==> config.mk <==
export PLATFORM = sky130hd
export DESIGN_NAME = uart_rx_ext
export DESIGN_NICKNAME = d
export VERILOG_FILES = /design/src/rtl/uart_rx_ext.sv
export SDC_FILE = /design/constraint.sdc
export NUM_CORES = 1
export LEC_CHECK = 0
export CAP_MARGIN = 15
export CORE_MARGIN = 2
export CORE_UTILIZATION = 40
export CTS_CLUSTER_DIAMETER = 120
export DETAILED_ROUTE_END_ITERATION = 8
export PLACE_DENSITY = 0.63
export SLEW_MARGIN = 20
export SYNTH_ARGS = -nofsm -noshare
export SYNTH_HDL_FRONTEND = slang
export SYNTH_SLANG_ARGS = --single-unit
==> constraint.sdc <==
create_clock -name i_CLK -period 2.2 [get_ports i_CLK]
set_input_delay 0.33 -clock i_CLK [delete_from_list [all_inputs] [get_ports i_CLK]]
set_output_delay 0.33 -clock i_CLK [all_outputs]
set_load 0.05 [all_outputs]
==> src/rtl/uart_rx_ext.sv <==
// uart_rx_ext: parametrised UART receiver with parity/framing flags, break recovery and show-ahead FIFO
//   i_CLK, i_RSTN         clock, async active-low reset (released synchronously)
//   i_Rx_Serial           serial line, idle high
//   o_Rx_Byte/_Parity_Err/_Frame_Err  FIFO head word and its flags
//   o_Rx_Valid, i_Rx_Ready            head handshake, pop on valid & ready
//   o_Overrun, i_Clear_Err            sticky dropped-word flag and its clear pulse
//   o_Fifo_Count, o_Busy              occupancy, receiver not idle
module uart_rx_ext #(
    parameter int CLKS_PER_BIT = 217,
    parameter int DATA_BITS    = 8,
    parameter int PARITY       = 0,
    parameter int STOP_BITS    = 1,
    parameter int FIFO_DEPTH   = 4
) (
    input  logic                          i_CLK,
    input  logic                          i_RSTN,
    input  logic                          i_Rx_Serial,
    output logic [7:0]                    o_Rx_Byte,
    output logic                          o_Rx_Parity_Err,
    output logic                          o_Rx_Frame_Err,
    output logic                          o_Rx_Valid,
    input  logic                          i_Rx_Ready,
    output logic                          o_Overrun,
    input  logic                          i_Clear_Err,
    output logic [$clog2(FIFO_DEPTH):0]   o_Fifo_Count,
    output logic                          o_Busy
);
    localparam int HALF = (CLKS_PER_BIT - 1) / 2;
    localparam int CW   = $clog2(CLKS_PER_BIT);
    localparam int AW   = $clog2(FIFO_DEPTH);
    localparam int CNTW = AW + 1;
    localparam int EW   = DATA_BITS + 2;

    typedef enum logic [2:0] {S_IDLE, S_START, S_DATA, S_PARITY, S_STOP, S_BREAK} state_t;

    logic [1:0] rst_q;
    logic       rst_n;
    always_ff @(posedge i_CLK or negedge i_RSTN)
        if (!i_RSTN) rst_q <= 2'b00;
        else         rst_q <= {rst_q[0], 1'b1};
    assign rst_n = rst_q[1];

    logic [1:0] rx_q;
    logic       rx_s;
    always_ff @(posedge i_CLK or negedge rst_n)
        if (!rst_n) rx_q <= 2'b11;
        else        rx_q <= {rx_q[0], i_Rx_Serial};
    assign rx_s = rx_q[1];

    state_t                 state_q, state_d;
    logic [CW-1:0]          cnt_q, cnt_d;
    logic [2:0]             idx_q, idx_d;
    logic [DATA_BITS-1:0]   shift_q, shift_d;
    logic                   perr_q, perr_d, ferr_q, ferr_d;
    logic                   smp, push;

    always_ff @(posedge i_CLK or negedge rst_n)
        if (!rst_n) begin
            state_q <= S_IDLE;
            cnt_q   <= '0;
            idx_q   <= '0;
            shift_q <= '0;
            perr_q  <= 1'b0;
            ferr_q  <= 1'b0;
        end else begin
            state_q <= state_d;
            cnt_q   <= cnt_d;
            idx_q   <= idx_d;
            shift_q <= shift_d;
            perr_q  <= perr_d;
            ferr_q  <= ferr_d;
        end

    assign smp = cnt_q == CW'(CLKS_PER_BIT - 1);

    always_comb begin
        state_d = state_q;
        cnt_d   = cnt_q + 1'b1;
        idx_d   = idx_q;
        shift_d = shift_q;
        perr_d  = perr_q;
        ferr_d  = ferr_q;
        case (state_q)
            S_IDLE: begin
                cnt_d  = '0;
                idx_d  = '0;
                perr_d = 1'b0;
                ferr_d = 1'b0;
                if (!rx_s) state_d = S_START;
            end
            // mid-start-bit recheck rejects glitches shorter than half a bit
            S_START: if (cnt_q == CW'(HALF)) begin
                cnt_d   = '0;
                state_d = rx_s ? S_IDLE : S_DATA;
            end
            // LSB arrives first, so shifting right leaves it at bit 0 once full
            S_DATA: if (smp) begin
                cnt_d   = '0;
                shift_d = {rx_s, shift_q[DATA_BITS-1:1]};
                idx_d   = idx_q + 3'd1;
                if (idx_q == 3'(DATA_BITS - 1)) begin
                    idx_d   = '0;
                    state_d = (PARITY != 0) ? S_PARITY : S_STOP;
                end
            end
            S_PARITY: if (smp) begin
                cnt_d   = '0;
                perr_d  = ^shift_q ^ rx_s ^ (PARITY == 1);
                state_d = S_STOP;
            end
            S_STOP: if (smp) begin
                cnt_d  = '0;
                idx_d  = idx_q + 3'd1;
                ferr_d = ferr_q | !rx_s;
                if (idx_q == 3'(STOP_BITS - 1)) begin
                    idx_d   = '0;
                    state_d = (ferr_q | !rx_s) ? S_BREAK : S_IDLE;
                end
            end
            // a held-low line must not be re-read as a fresh start bit
            S_BREAK: begin
                cnt_d = '0;
                if (rx_s) state_d = S_IDLE;
            end
            default: state_d = S_IDLE;
        endcase
    end

    always_comb begin
        o_Busy = state_q != S_IDLE;
        push   = (state_q == S_STOP) && smp && (idx_q == 3'(STOP_BITS - 1));
    end

    logic [EW-1:0]   mem_q [FIFO_DEPTH];
    logic [AW-1:0]   wr_q, rd_q;
    logic [CNTW-1:0] fcnt_q;
    logic            ovr_q, full, pop, wr;
    logic [EW-1:0]   head;

    assign full = fcnt_q == CNTW'(FIFO_DEPTH);
    assign pop  = o_Rx_Valid & i_Rx_Ready;
    assign wr   = push & (!full | pop);

    always_ff @(posedge i_CLK or negedge rst_n)
        if (!rst_n) begin
            for (int i = 0; i < FIFO_DEPTH; i++) mem_q[i] <= '0;
            wr_q   <= '0;
            rd_q   <= '0;
            fcnt_q <= '0;
            ovr_q  <= 1'b0;
        end else begin
            if (wr) begin
                mem_q[wr_q] <= {ferr_d, perr_q, shift_q};
                wr_q        <= wr_q + 1'b1;
            end
            if (pop) rd_q <= rd_q + 1'b1;
            fcnt_q <= fcnt_q + CNTW'(wr) - CNTW'(pop);
            // a new overrun outranks a simultaneous clear
            ovr_q  <= (push & full & !pop) | (ovr_q & !i_Clear_Err);
        end

    assign head            = mem_q[rd_q];
    assign o_Rx_Byte       = 8'(head[DATA_BITS-1:0]);
    assign o_Rx_Parity_Err = head[DATA_BITS];
    assign o_Rx_Frame_Err  = head[DATA_BITS+1];
    assign o_Rx_Valid      = fcnt_q != '0;
    assign o_Fifo_Count    = fcnt_q;
    assign o_Overrun       = ovr_q;
endmodule

==> metrics.md, run 1 <==
| Metric | Value |
|---|---|
| Status | complete, but fails checks |
| Failing checks | negative setup slack |
| H-tree depth | 3 |
| Worst Reg2Reg Path Length in Cells | 13 |
| Initial DRC Count | 90 |
| Detailed-route DRC error count | 0 |
| Commonest non-fill, non-tap cell in the layout | dfrtp_1 |
| Sink Count | 76 |
| Critical path fanouts, max | 2 |
| Syn_area_per_cell | 13.54 µm² |
| Post-DP Area | 0.004164 mm² |
| DP Cell Count | 416 |
| Initial Util | about two fifths |
| Global placer's final weighted congestion | 0.7376 |
| # hold bufs at CTS | 0 |
| Routed wire length | 6389 µm |
| Register area share after synthesis | 53.29% |
| Share of post-route cells with drive strength above 1 | 43.34% |
| R2R setup slack | -0.22 ns |
| Min Clock Period, post-route | 2.422 ns |
| Worst min-delay path category | in -> async |
| Clock slew at reported path FFs | 0.08 ns |
| Largest net degree at the start of global routing | 57 |
| Synth cell types | 45 |
| TritonRoute pass-1 iters | 4 |
| Critical Path Source | cnt_q[1]$_DFF_PN0_ |
| Async set or reset register ratio after synthesis | 100.0% |
| Initial antenna violation count | 0 |
| Worst setup SP type | flop |
| Die width | 98.52 µm |
| R2R Path Start | cnt_q[1]$_DFF_PN0_ |
| Filler instances | 787 |
| Cts bufs inserted | 9 |
| RSZ-0062 raised after global routing | true |
| Maximum VDD drop | 0.0005614 V |
| Crit Path Category | reg -> reg |
| Vias | 2169 |
| Final Non-Filler Cells | 431 |
| Slew margin rel. | 62.88% |
| Final HPWL DP | roughly 4300 µm |
| #FFs+latches synth | 76 |
| Net count after synthesis | 281 |
| Most frequent cells in the layout | dfrtp_1 (70), mux2_2 (50), buf_4 (37), nor2_1 (12), xnor2_1 (11) |
| Worst setup path end | o_Fifo_Count[2]$_DFF_PN0_ |
| Core area | between 0.008 and 0.009 mm² |
| First-pass GRT wire length | about 11000 µm |
| DR vias/cell | 5.032 |
| Die H | 98.52 µm |
| Vias in the first global route | 2196 |
| Synth-to-layout area growth | 22.97% |
| Warnings, synthesis | 0 |
| Worst-margin pin slew | 0.5568 ns |
| Most used DFF post-synth | dfrtp_1 |
| Grt ovf | 0 |
| Nets | 336 |
| Tcrit/Tclk final | 110.1% |
| Final core occ | 50.63% |
| CP arrival | between 2 and 3 ns |
| CTS Buffer Depth | 2 |
| CTS tree | done |
| Port Buf Inserts | 20 |
| Total leakage power | between 0.002 and 0.0025 µW |
| Syn Inst Count | 264 |
| Finished Cell Area | 0.004394 mm² |
| Slew Limit Fails | 0 |
| Worst Skew | 0.01421 ns |
| Mapped cell area | approximately 0.0036 mm² |
| Post-synth EDFFs | 0 |
| Number of max-cap violations | 0 |
| Antenna cells | 0 |
| Total die area | 0.009705 mm² |
| I/O pin count | 21 |
| Setup WS post-layout | -0.2224 ns |
| Root Driver | clkbuf_8 |
| Pwr Density | between 900 and 1000 mW/mm² |
| Gr usage total | 14.26% |
| Peak Freq | 412.8 MHz |
| CP Capture Type | flop |
| Clk Latency, worst-skew pair | 0.35 ns |
| Remaining antenna violation count after routing | 0 |
| Worst Path Required | 2.44 ns |
| Final Hold Viols | 0 |
| RR Endpoint | o_Fifo_Count[2]$_DFF_PN0_ |
| Endpoints failing setup | 2 |
| Average wire per standard cell | 14.82 µm |
| Rows | 34 |
[Yosys cell counts (2+ instances only)]
cell,number,area [µm²]
nand2_2,4,25.02
clkbuf_1,5,18.77
a211oi_1,2,15.01
nor2_1,12,45.04
mux2_1,2,22.52
and2_1,2,12.51
xor2_1,7,61.31
nand2b_1,2,12.51
a21oi_1,3,15.01
nand2_1,10,37.54
mux4_2,10,225.2
inv_1,12,45.04
o21a_1,2,15.01
xnor2_1,12,105.1
nand4_1,2,12.51
ha_1,11,137.6
o21ai_0,4,20.02
nor2b_1,4,25.02
nor4_1,2,12.51
dfrtp_1,74,1852
dfstp_2,2,52.55
nor3_1,4,20.02
nand3_1,4,20.02
nand3b_1,2,15.01
mux2_2,50,563.0
[worst min path at each step]
stage	end	from
after floorplan	rst_q[0]$_DFF_PN0_	i_RSTN
after global routing	rst_q[0]$_DFF_PN0_	i_RSTN
final	rst_q[0]$_DFF_PN0_	i_RSTN
after global placement	mem_q[17]$_DFFE_PN0P_	rst_q[1]$_DFF_PN0_
after detailed placement	cnt_q[0]$_DFF_PN0_	rst_q[1]$_DFF_PN0_
after CTS	rst_q[0]$_DFF_PN0_	i_RSTN
[sequential cells by signal, summed over array words and instances (netlist names)]
register and flops:
state_q 3, perr_q 1, o_Fifo_Count 3, shift_q 8
rd_q 2, ferr_q 1, o_Overrun 1, mem_q 40
rx_q 2, wr_q 2, rst_q 2, cnt_q 8
idx_q 3
[cell families (layout without fill, tap and decap cells)]
kind of cell | after synthesis | count (layout) | synth area share, %
adders and majority gates | 12 | 12 | 4.412
other | 1 | 1 | 0.1049
xor gates and xnor gates | 19 | 19 | 4.657
DFF | 76 | 76 | 53.29
and+or+nand+nor | 54 | 54 | 8.438
muxes | 62 | 62 | 22.69
buffers and inverters | 19 | 78 | 2.136
AOI/OAI and AO/OA | 21 | 21 | 4.272
[layer usage]
metal  routed length (µm)  part of all wire, %  global-route usage [%]  vias to the layer above
met1                 3027                   47                   19.19                     1093
li1                     -                    -                       -                     1044
met3                  135                  2.1                   3.333                       10
met5                    0                    0                       0                        -
met2                 3115                   49                   22.19                       22
met4                  110                  1.7                   6.322                        0
[stage by stage]
stage          TNS (ns)  total power, µW  hold slack, ns  setup WS (ns)
2_1_floorplan   -0.6227             2524         0.03441        -0.3466
3_3_place_gp     -2.905             2961          0.2257        -0.4278
3_5_place_dp     -4.091             2964          0.2295        -0.4693
4_1_cts         -0.3443             4132          0.1209        -0.2119
5_1_grt         -0.7132             4338          0.1162        -0.4084
6_report        -0.3733             4101          0.1405        -0.2224
[worst max-delay path, stage by stage, from the launching register on]
cell and delay [ns]:
dfrtp_1 0.39, inv_1 0.07, ha_2 0.18, and4b_1 0.24, nand2_2 0.08, nor3b_4 0.18, inv_1 0.06, ha_1 0.26
inv_1 0.06, ha_2 0.16, inv_2 0.03, fa_2 0.34, xnor2_2 0.14, xnor2_1 0.12
[report_power, final]
group	leakage, µW	internal, µW	switching [µW]
sequential	0.00102	1510	111
combinational	0.000990	592	754
clock	0.000109	634	501
[timing repair]
item	in CTS	in global routing
pin swaps	0	2
buffers inserted	0	0
gates resized for setup	4	4
setup endpoints to repair	3	2
[layout make-up]
cell class                      count  area [µm²]  area share (%)
Sequential cell                    76        1909           43.45
Multi-Input combinational cell    169        1627           37.02
Timing Repair Buffer               51       466.7           10.62
Tap cell                          108       135.1           3.075
Clock buffer                        9       123.9           2.819
Clock inverter                      6       87.58           1.993
Inverter                           12       45.04           1.025
No activity file was read; power rests on OpenSTA's default activity.
==> inputs of run 2 (changes only) <==
--- a/config.mk
+++ b/config.mk
@@ -10,7 +10,7 @@
 export CORE_UTILIZATION = 40
 export CTS_CLUSTER_DIAMETER = 120
 export DETAILED_ROUTE_END_ITERATION = 8
-export PLACE_DENSITY = 0.63
+export PLACE_DENSITY = 0.61
 export SLEW_MARGIN = 20
 export SYNTH_ARGS = -nofsm -noshare
 export SYNTH_HDL_FRONTEND = slang
==> constraint.sdc (replaced) <==
create_clock -name i_CLK -period 2.6 [get_ports i_CLK]
set_input_delay 0.39 -clock i_CLK [delete_from_list [all_inputs] [get_ports i_CLK]]
set_output_delay 0.39 -clock i_CLK [all_outputs]
set_load 0.05 [all_outputs]
==> run 2 against run 1 <==
- the run now ends clean
- utilization down 2.1 points
- die area unchanged
- critical endpoint unchanged
- via count down 1.9%
- clock power down 16%
==> metrics.md, run 2 (synthesis gave the netlist of run 1 again) <==
| Metric | Value |
|---|---|
| Final HPWL DP | 4389 µm |
| Min Clock Period, post-route | 2.444 ns |
| CTS Buffer Depth | 2 |
| Antenna cells | 0 |
| Post-DP Area | 0.003974 mm² |
| Cts bufs inserted | 9 |
| DP Cell Count | 399 |
| Final Power | 3408 µW |
| Initial Util | 41.18% |
| First-pass GRT wire length | 11320 µm |
| Clock power frac | 27.7% |
| Commonest non-fill, non-tap cell in the layout | dfrtp_1 |
| Most frequent cells in the layout | dfrtp_1 (70), mux2_2 (50), buf_4 (25), inv_1 (12), nor2_1 (12) |
| Die width | ~100 µm |
| Comb pwr share | 30.8% |
| Vias in the first global route | 2238 |
| Sink Count | 76 |
| Core area | 0.008678 mm² |
| Routed wire length | 6635 µm |
| Critical path fanouts, max | 4 |
| Switch share | between 30% and 40% |
| Initial antenna violation count | 0 |
| CTS tree | done |
| Detailed-route DRC error count | 0 |
| Nets | 320 |
| Port Buf Inserts | 20 |
| Average wire per standard cell | 15.95 µm |
| Root Driver | clkbuf_8 |
| Total die area | 0.009705 mm² |
| Peak Freq | 409.2 MHz |
| Vias | ~2.1k |
| Worst min-delay path category | in -> async |
| Slew margin rel. | 62.21% |
| CP Capture Type | flop |
| # hold bufs at CTS | 0 |
| RSZ-0062 raised after global routing | true |
| Worst setup SP type | flop |
| TritonRoute pass-1 iters | 4 |
| Initial DRC Count | between 200 and 250 |
| DR vias/cell | ~5.1 |
| Share of post-route cells with drive strength above 1 | about two fifths |
| Worst Skew | 0.01029 ns |
| Global placer's final weighted congestion | 0.7407 |
| Worst Path Required | 2.83 ns |
| Remaining antenna violation count after routing | 0 |
| Status | finished clean |
| Final Non-Filler Cells | about 420 |
| H-tree depth | 3 |
| Clock slew at reported path FFs | ~0.080 ns |
| Synth-to-layout area growth | 17.79% |
| Final core occ | 48.50% |
| Slew Limit Fails | 0 |
| Largest Register | mem_q |
| Largest net degree at the start of global routing | 33 |
| Pwr Density | between 800 and 900 mW/mm² |
| Tcrit/Tclk final | 93.98% |
| Worst-margin pin slew | roughly 0.57 ns |
| Total leakage power | 0.002007 µW |
| Sw power | 1191 µW |
| Final Hold Viols | 0 |
| Grt ovf | 0 |
| Number of max-cap violations | 0 |
| Largest regs | mem_q x40, cnt_q x8, shift_q x8 |
| Clk Latency, worst-skew pair | 0.36 ns |
| Sequential share of power | about two fifths |
| I/O pin count | 21 |
| Gr usage total | 14.94% |
| Die H | 98.52 µm |
| Finished Cell Area | 0.004209 mm² |
| Number of flip-flops in the largest register | 40 |
| Endpoints failing setup | 0 |
| Rows | 34 |
| P_int | 2217 µW |
| Maximum VDD drop | roughly 0.00064 V |
| Crit Path Category | reg -> reg |
| CP arrival | 2.68 ns |
[run 2: changes by cell type in the layout (fill, tap and decap cells not counted), sizes merged]
cell           previous run  this run
bufinv                    2         1
clkinvlp                  0         2
inv                      13        14
dlygate4sd2               1         0
clkinv                    3         1
clkdlybuf4s50             8        10
clkbuf                    9        10
buf                      42        25
[run 2: per-stage QoR]
step / hold slack (ns) / setup TNS (ns) / worst slack, ns
3_5_place_dp: 0.2645 / -0.1417 / -0.1417
2_1_floorplan: 0.09441 / 0 / 0.005543
5_1_grt: 0.1782 / -0.06139 / -0.06139
4_1_cts: 0.1823 / 0 / 0.03715
6_report: 0.1956 / 0 / 0.1565
3_3_place_gp: 0.2655 / -0.1055 / -0.1055
[run 2: routing by layer]
layer	global-route usage [%]	vias up	part of all wire, %
met5	0	-	0
met4	5.058	0	0.99
met3	4.255	4	3.0
met2	23.44	21	48
met1	20.11	1087	48
li1	-	1016	-
[run 2: area by class of cell]
cell class              instances  area [µm²]
flip-flops and latches         76        1909
clock buffers                  10       137.6
clock inverters                 6       71.32
multi-input cells             169        1623
fillers                       816        4469
well taps                     108       135.1
inverters                      12       45.04
repair buffers                 35       287.8
[run 2: final timing paths]
path                                     from                        end  slack (ns)  depth (start not counted)
hold / removal                         i_RSTN         rst_q[0]$_DFF_PN0_        0.20                          1
setup reg to reg           cnt_q[1]$_DFF_PN0_  o_Fifo_Count[2]$_DFF_PN0_        0.16                         13
min in group i_CLK          rx_q[0]$_DFF_PN1_          rx_q[1]$_DFF_PN1_        0.36                          0
max in group asynchronous  rst_q[1]$_DFF_PN0_        rd_q[0]$_DFFE_PN0P_        1.57                          1
setup / recovery           cnt_q[1]$_DFF_PN0_  o_Fifo_Count[2]$_DFF_PN0_        0.16                         13
hold reg to reg            rst_q[1]$_DFF_PN0_         cnt_q[6]$_DFF_PN0_        0.24                          0
[run 2: critical path, stage by stage, from the launching register on]
cell	delay (ns)
dfrtp_1	0.41
inv_1	0.07
ha_1	0.16
and4b_2	0.25
nand2_2	0.09
nor3b_4	0.18
inv_1	0.06
ha_1	0.26
inv_1	0.05
ha_1	0.13
inv_1	0.05
fa_2	0.35
xnor2_2	0.14
xnor2_1	0.13
[run 2: power by group through the flow]
stage / clock network (µW) / registers (µW) / logic (µW)
2_1_floorplan: 0 / 1480 / 649
6_report: 944 / 1420 / 1050
3_5_place_dp: 0 / 1440 / 1020
5_1_grt: 1020 / 1440 / 1150
4_1_cts: 966 / 1420 / 1030
3_3_place_gp: 0 / 1440 / 1030
[run 2: timing repair]
| action | in CTS | in global routing |
|---|---|---|
| gates resized for setup | 0 | 5 |
| hold endpoints to repair | 0 | 0 |
| endpoints found under the setup margin | 0 | 1 |
| buffers inserted | 0 | 1 |
